**src/rtl/alu_arb_pkg.sv**
```systemverilog
// Shared constants and types for the two-requester ALU arbiter.
package alu_arb_pkg;
    localparam int ALU_W = 4;

    localparam logic [2:0] OP_AND  = 3'b000;
    localparam logic [2:0] OP_OR   = 3'b001;
    localparam logic [2:0] OP_ADD  = 3'b010;
    localparam logic [2:0] OP_NAND = 3'b011;
    localparam logic [2:0] OP_NOR  = 3'b100;
    localparam logic [2:0] OP_RSVD = 3'b101;
    localparam logic [2:0] OP_SUB  = 3'b110;
    localparam logic [2:0] OP_SLT  = 3'b111;

    typedef enum logic [1:0] {IDLE, EXEC, RESP} state_t;
endpackage

```
**src/rtl/alu_4bit.sv**
```systemverilog
// 4-bit signed ALU datapath; SLT reports the raw sign of a-b together with its overflow.
module alu_4bit (
    input  logic [2:0] op,
    input  logic [3:0] a,
    input  logic [3:0] b,
    output logic [3:0] result,
    output logic       zero,
    output logic       overflow
);
    logic [3:0] sum, diff;
    logic       add_ovf, sub_ovf;

    assign sum     = a + b;
    assign diff    = a - b;
    assign add_ovf = (a[3] == b[3]) && (sum[3] != a[3]);
    assign sub_ovf = (a[3] != b[3]) && (diff[3] != a[3]);

    always_comb begin
        result   = 4'b0000;
        overflow = 1'b0;
        case (op)
            3'b000: result = a & b;
            3'b001: result = a | b;
            3'b010: begin result = sum; overflow = add_ovf; end
            3'b011: result = ~(a & b);
            3'b100: result = ~(a | b);
            3'b110: begin result = diff; overflow = sub_ovf; end
            3'b111: begin result = {3'b000, diff[3]}; overflow = sub_ovf; end
            default: result = 4'b0000;
        endcase
    end

    assign zero = (result == 4'b0000);
endmodule

```
**src/rtl/alu_arb2_ctrl_rr_arb2.sv**
```systemverilog
// Two-way round-robin grant: a lone requester always wins, a tie goes to the one not granted last.
module rr_arb2 (
    input  logic       valid0,
    input  logic       valid1,
    input  logic       last_grant,
    output logic [1:0] grant
);
    assign grant[0] = valid0 & (~valid1 | last_grant);
    assign grant[1] = valid1 & (~valid0 | ~last_grant);
endmodule

```
**src/rtl/alu_arb2_ctrl.sv**
```systemverilog
// Arbitrates two request channels onto one alu_4bit, one op in flight (IDLE->EXEC->RESP).
// Optional grant counters are built when ALU_ARB_STATS_EN is defined.
module alu_arb2_ctrl
    import alu_arb_pkg::*;
#(
    parameter int STAT_W = 8
) (
    input  logic             clk,
    input  logic             rst,
    input  logic             req0_valid,
    output logic             req0_ready,
    input  logic [2:0]       req0_op,
    input  logic [ALU_W-1:0] req0_a,
    input  logic [ALU_W-1:0] req0_b,
    input  logic             req1_valid,
    output logic             req1_ready,
    input  logic [2:0]       req1_op,
    input  logic [ALU_W-1:0] req1_a,
    input  logic [ALU_W-1:0] req1_b,
    output logic             rsp0_valid,
    input  logic             rsp0_ready,
    output logic [ALU_W-1:0] rsp0_result,
    output logic             rsp0_zero,
    output logic             rsp0_overflow,
    output logic             rsp0_err,
    output logic             rsp1_valid,
    input  logic             rsp1_ready,
    output logic [ALU_W-1:0] rsp1_result,
    output logic             rsp1_zero,
    output logic             rsp1_overflow,
`ifdef ALU_ARB_STATS_EN
    output logic [STAT_W-1:0] stat_cnt0,
    output logic [STAT_W-1:0] stat_cnt1,
`endif
    output logic             rsp1_err
);
    state_t           state;
    logic             last_grant, cur_id;
    logic [2:0]       op_q;
    logic [ALU_W-1:0] a_q, b_q;
    logic             rsp_vld, rsp_zero, rsp_ovf, rsp_err;
    logic [ALU_W-1:0] rsp_res;
    logic [1:0]       grant;
    logic [ALU_W-1:0] alu_res;
    logic             alu_zero, alu_ovf;
    logic             hs0, hs1;

    rr_arb2 u_arb (
        .valid0     (req0_valid),
        .valid1     (req1_valid),
        .last_grant (last_grant),
        .grant      (grant)
    );

    alu_4bit u_alu (
        .op       (op_q),
        .a        (a_q),
        .b        (b_q),
        .result   (alu_res),
        .zero     (alu_zero),
        .overflow (alu_ovf)
    );

    // Ready is held low while reset is asserted so no handshake can be seen during reset.
    assign req0_ready = (state == IDLE) & ~rst & grant[0];
    assign req1_ready = (state == IDLE) & ~rst & grant[1];
    assign hs0 = req0_valid & req0_ready;
    assign hs1 = req1_valid & req1_ready;

    always_ff @(posedge clk or posedge rst) begin
        if (rst) begin
            state      <= IDLE;
            last_grant <= 1'b1;
            cur_id     <= 1'b0;
            op_q       <= '0;
            a_q        <= '0;
            b_q        <= '0;
            rsp_vld    <= 1'b0;
            rsp_res    <= '0;
            rsp_zero   <= 1'b0;
            rsp_ovf    <= 1'b0;
            rsp_err    <= 1'b0;
        end else begin
            case (state)
                IDLE: if (hs0 | hs1) begin
                    op_q       <= hs1 ? req1_op : req0_op;
                    a_q        <= hs1 ? req1_a  : req0_a;
                    b_q        <= hs1 ? req1_b  : req0_b;
                    cur_id     <= hs1;
                    last_grant <= hs1;
                    state      <= EXEC;
                end
                EXEC: begin
                    rsp_vld <= 1'b1;
                    state   <= RESP;
                    if (op_q == OP_RSVD) begin
                        rsp_res  <= '0;
                        rsp_zero <= 1'b1;
                        rsp_ovf  <= 1'b0;
                        rsp_err  <= 1'b1;
                    end else begin
                        rsp_res  <= alu_res;
                        rsp_zero <= alu_zero;
                        rsp_ovf  <= alu_ovf;
                        rsp_err  <= 1'b0;
                    end
                end
                RESP: if (cur_id ? rsp1_ready : rsp0_ready) begin
                    rsp_vld <= 1'b0;
                    state   <= IDLE;
                end
                default: state <= IDLE;
            endcase
        end
    end

    assign rsp0_valid    = rsp_vld & ~cur_id;
    assign rsp1_valid    = rsp_vld &  cur_id;
    assign rsp0_result   = rsp_res;
    assign rsp1_result   = rsp_res;
    assign rsp0_zero     = rsp_zero;
    assign rsp1_zero     = rsp_zero;
    assign rsp0_overflow = rsp_ovf;
    assign rsp1_overflow = rsp_ovf;
    assign rsp0_err      = rsp_err;
    assign rsp1_err      = rsp_err;

`ifdef ALU_ARB_STATS_EN
    always_ff @(posedge clk or posedge rst) begin
        if (rst) begin
            stat_cnt0 <= '0;
            stat_cnt1 <= '0;
        end else begin
            if (hs0 && stat_cnt0 != '1) stat_cnt0 <= stat_cnt0 + 1'b1;
            if (hs1 && stat_cnt1 != '1) stat_cnt1 <= stat_cnt1 + 1'b1;
        end
    end
`endif
endmodule

```
**config.mk**
```make
export PLATFORM = sky130hd
export DESIGN_NAME = alu_arb2_ctrl
export DESIGN_NICKNAME = d
export VERILOG_FILES = /design/src/rtl/alu_arb_pkg.sv /design/src/rtl/alu_4bit.sv /design/src/rtl/alu_arb2_ctrl_rr_arb2.sv /design/src/rtl/alu_arb2_ctrl.sv
export SDC_FILE = /design/constraint.sdc
export NUM_CORES = 1
export LEC_CHECK = 0
export BUFFER_PORTS_ARGS = -buffer_cell sky130_fd_sc_hd__buf_2
export CAP_MARGIN = 20
export CORE_AREA = 2 2 57 59
export DETAILED_ROUTE_END_ITERATION = 8
export DIE_AREA = 0 0 59 61
export PLACE_DENSITY = 0.81
export SLEW_MARGIN = 20
export SYNTH_ARGS = -nofsm -noshare
export SYNTH_HDL_FRONTEND = slang
export SYNTH_SLANG_ARGS = --single-unit
```
**constraint.sdc**
```tcl
create_clock -name clk -period 5.2 [get_ports clk]
set_clock_uncertainty 0.05 [all_clocks]
set_input_delay 0.26 -clock clk [delete_from_list [all_inputs] [get_ports clk]]
set_output_delay 0.26 -clock clk [all_outputs]
set_load 0.005 [all_outputs]
```
==> impl.org <==
** Cells and area
- Commonest cells after routing, fill and taps aside :: 45 x sky130_fd_sc_hd__buf_2, 38 x sky130_fd_sc_hd__nand2_1, 22 x sky130_fd_sc_hd__dfrtp_1, 16 x sky130_fd_sc_hd__nor2_1, 13 x sky130_fd_sc_hd__inv_1
- Storage element area :: 577 um2
- Area of the multi-input gates :: 836 um2
- 0 antenna diodes ended up in the layout.
- The net count of the finished layout is 263.
- After filler insertion, the fill cell instance count of the layout stands at 271.
- The library cell used most frequently in the layout, excluding fill and tap cells, is sky130_fd_sc_hd__buf_2.
- Of the cells placed in the final design, the portion with a size suffix greater than 1 is 23.5%.
- Area growth from synthesis to layout :: 12.9%

** Synthesis
- The most used flip-flop cell after synthesis is sky130_fd_sc_hd__dfrtp_1.
- Sequential element share of the synthesized area :: 37.0%
- Post-synth ARST share :: 100%
- Unique cell type count in the Yosys netlist :: 40
- Post-synth EDFFs :: 0
- Summing every instance area after synthesis gives 1560 um2.
- Leading cell types by total area after synthesis :: sky130_fd_sc_hd__dfrtp_1 35%, sky130_fd_sc_hd__nand2_1 9.1%, sky130_fd_sc_hd__ha_1 8.8%
- Number of storage elements in the synthesis netlist :: 23
- Warnings, synthesis :: 0
- Dominant cell type by area after synthesis :: sky130_fd_sc_hd__dfrtp_1
- Fraction of synthesized cell area taken by the top area cell type :: 35.3%
- Nets in the synthesized netlist :: 229
- Synthesis produced a netlist whose cell count is 188.
- The average instance in the mapped netlist occupies 8.30 um2.

** Global routing
- Vias in the first global route :: 1,273
- For this run, the total global-route usage over all layers was measured as 19.0%.
- Entering global routing, the biggest net connects 27 pins.
- The first global-routing pass estimated 5.31 mm of wire.
- The total overflow left after global routing is 0.
- The initial antenna violation count came to 0.

** STA
- Timing would allow up to 433 MHz.
- The hold violation total from the final report came to 0.
- Rel. slew slack :: 43.6%
- Hold_ws :: 45.3 ps
- Setup violations remaining at the end of the flow were counted as 0.
- The routed design could run at a clock period as short as 2310 ps.
- Setup repair after global routing missed its margin :: no
- The final critical path takes up 44.4% of the cycle.
- Final setup TNS :: 0 ps
- For the pin with the worst max-slew slack, the measured transition is 844 ps.
- The max-slew violation count is 0.

** Pwr
- Summed over all cells, the static leakage comes to 0.000926 uW.
- VDD sags by at most 325 uV.
- In this run the power density over the cells is 615 nW/um2.

** Setup path
- Logic depth of the worst register-to-register path :: 8
- Critical Path Fanout Max :: 15
- STA puts the critical path data required time at 4890 ps.
- The worst register-to-register path begins at a_q[1]$_DFFE_PP0P_.
- For the worst setup path, the data arrival time is 2000 ps.
- Start point of the critical path :: state[0]$_DFFE_PP0P_
- Type of origin of the critical path :: register
- Across all register-to-register paths, the minimum setup slack is 2960 ps.
- Critical register-to-register path endpoint :: rsp0_zero$_DFFE_PP0P_
- The worst setup path is captured at an output pin.
- Path type of the worst setup path :: reg2out

** Detailed routing
- The final route contains 1,360 vias.
- After detailed routing, the number of vias per cell comes to 5.35.
- Post-route DRC violation count :: 0
- The detailed router finished its first iteration with 33 violations.
- Number of iterations in the first detailed-routing pass :: 4
- Detailed-route wire length per cell :: 11.6 um
- Remaining antenna violation count :: 0
- The routed design has 2.94 mm of wire.

** Clock network
- TritonCTS built the clock tree.
- Clock latency on the worst-skew pair :: 310 ps
- Post-cts gate resize count :: 0
- After clock tree synthesis, the flow added hold-fix buffers numbering 0.
- Total CTS buffers :: 3
- Number of buffers added for setup after CTS :: 0
- Clock-pin transition on the worst setup and hold timing paths :: 130 ps
- In this run the clock root is driven by a sky130_fd_sc_hd__clkbuf_4.
- Max H-tree Level :: 1
- Clock tree sinks :: 23
- No sink is reached through more buffers than the 2 on the longest clock path.

** Die
- In this run the horizontal extent of the chip is 59 um.
- The die covers 3600 um2.
- Floorplan die height :: 61 um
- Core footprint :: 2950 um2
- In this run the count of I/O pins placed on the die edge is 46.
- Once the floorplan was initialized, standard cells occupied 52.8% of the core.
- Std cell rows :: 20

** Place
- Placer's final routability congestion estimate :: 0.870
- After legalization and detailed placement, the total HPWL measured 2.31 mm.
- Number of input and output port buffers inserted :: 45

** Outcome
- Result of the run :: finished clean

** Job
- Maximum Capacitance Violations :: 0

** Hold path
- Hold crit path type :: in2async
-- layer usage --
metal  share of wire, %  track usage (%)
met1                 47             24.2
met2                 47             33.8
met3                5.9             4.05
met4               0.44             2.92
met5                  0                0
-- flip-flops by register name, summed over array words and instances, names as in the netlist --
| signal | flops |
|---|---|
| a_q | 4 |
| rsp0_zero | 1 |
| state | 2 |
| rsp0_err | 1 |
| b_q | 4 |
| rsp_vld | 1 |
| rsp0_overflow | 1 |
| last_grant | 1 |
| rsp0_result | 4 |
| cur_id | 1 |
| op_q | 3 |
-- where the power goes --
group	switching, uW	internal [uW]	leakage, uW
clock	54.6	29.4	0.0000139
sequential	119	267	0.000276
combinational	319	295	0.000636
total	492	591	0.000926
-- layout make-up --
type	count	share of cell area, %
clock inverter	1	0.426
sequential	23	32.7
clock buffer	3	1.28
timing repair buffer	45	12.8
tap	33	2.34
multi-input combinational	135	47.4
inverter	14	2.98
-- through the flow --
step | setup WS [ps] | total power (uW) | instances | util (%) | area [um2]
after global placement | 3060 | 985 | 250 | 58.6 | 1730
after detailed placement | 2980 | 1010 | 250 | 58.6 | 1730
after global routing | 2660 | 1220 | 254 | 59.7 | 1760
after CTS | 2880 | 1090 | 254 | 59.7 | 1760
final | 2890 | 1080 | 254 | 59.7 | 1760
after floorplan | 3120 | 877 | 188 | - | 1560
-- cell usage after synthesis, drive strengths merged (2+ instances only) --
master / count
xnor2: 2
ha: 11
o21ai: 6
a22oi: 2
nor2: 16
o211ai: 2
a21oi: 8
nand2b: 5
clkbuf: 7
a211o: 2
dfrtp: 22
nand2: 38
o31ai: 2
buf: 9
nor3: 2
a22o: 3
fa: 2
nand3: 5
a211oi: 2
a31oi: 11
inv: 14
nor2b: 3
-- critical path, cell delays in order (launching register included) --
cell and delay, ps:
sky130_fd_sc_hd__dfrtp_1 430, sky130_fd_sc_hd__nor3_1 280, sky130_fd_sc_hd__nand3_1 460, sky130_fd_sc_hd__inv_2 350
sky130_fd_sc_hd__buf_2 160
-- logic make-up after synthesis --
kind of cell	Yosys count	share of synthesized area, %
buffers and inverters	30	9.46
multiplexers	2	1.36
XOR/XNOR	2	1.12
flip-flops	23	37.0
AND/OR/NAND/NOR	73	20.3
AO/OA/AOI/OAI	45	19.4
adder cells (fa/ha/maj)	13	11.4
-- how the worst max path moves through the flow --
stage                                  endpoint  cells after the start
after global routing                 req0_ready                      4
after detailed placement  rsp0_zero$_DFFE_PP0P_                      8
after global placement    rsp0_zero$_DFFE_PP0P_                      8
after CTS                            req0_ready                      4
final                                req0_ready                      4
after floorplan           rsp0_zero$_DFFE_PP0P_                      8
Note: power is estimated with default switching activity, not from simulation.
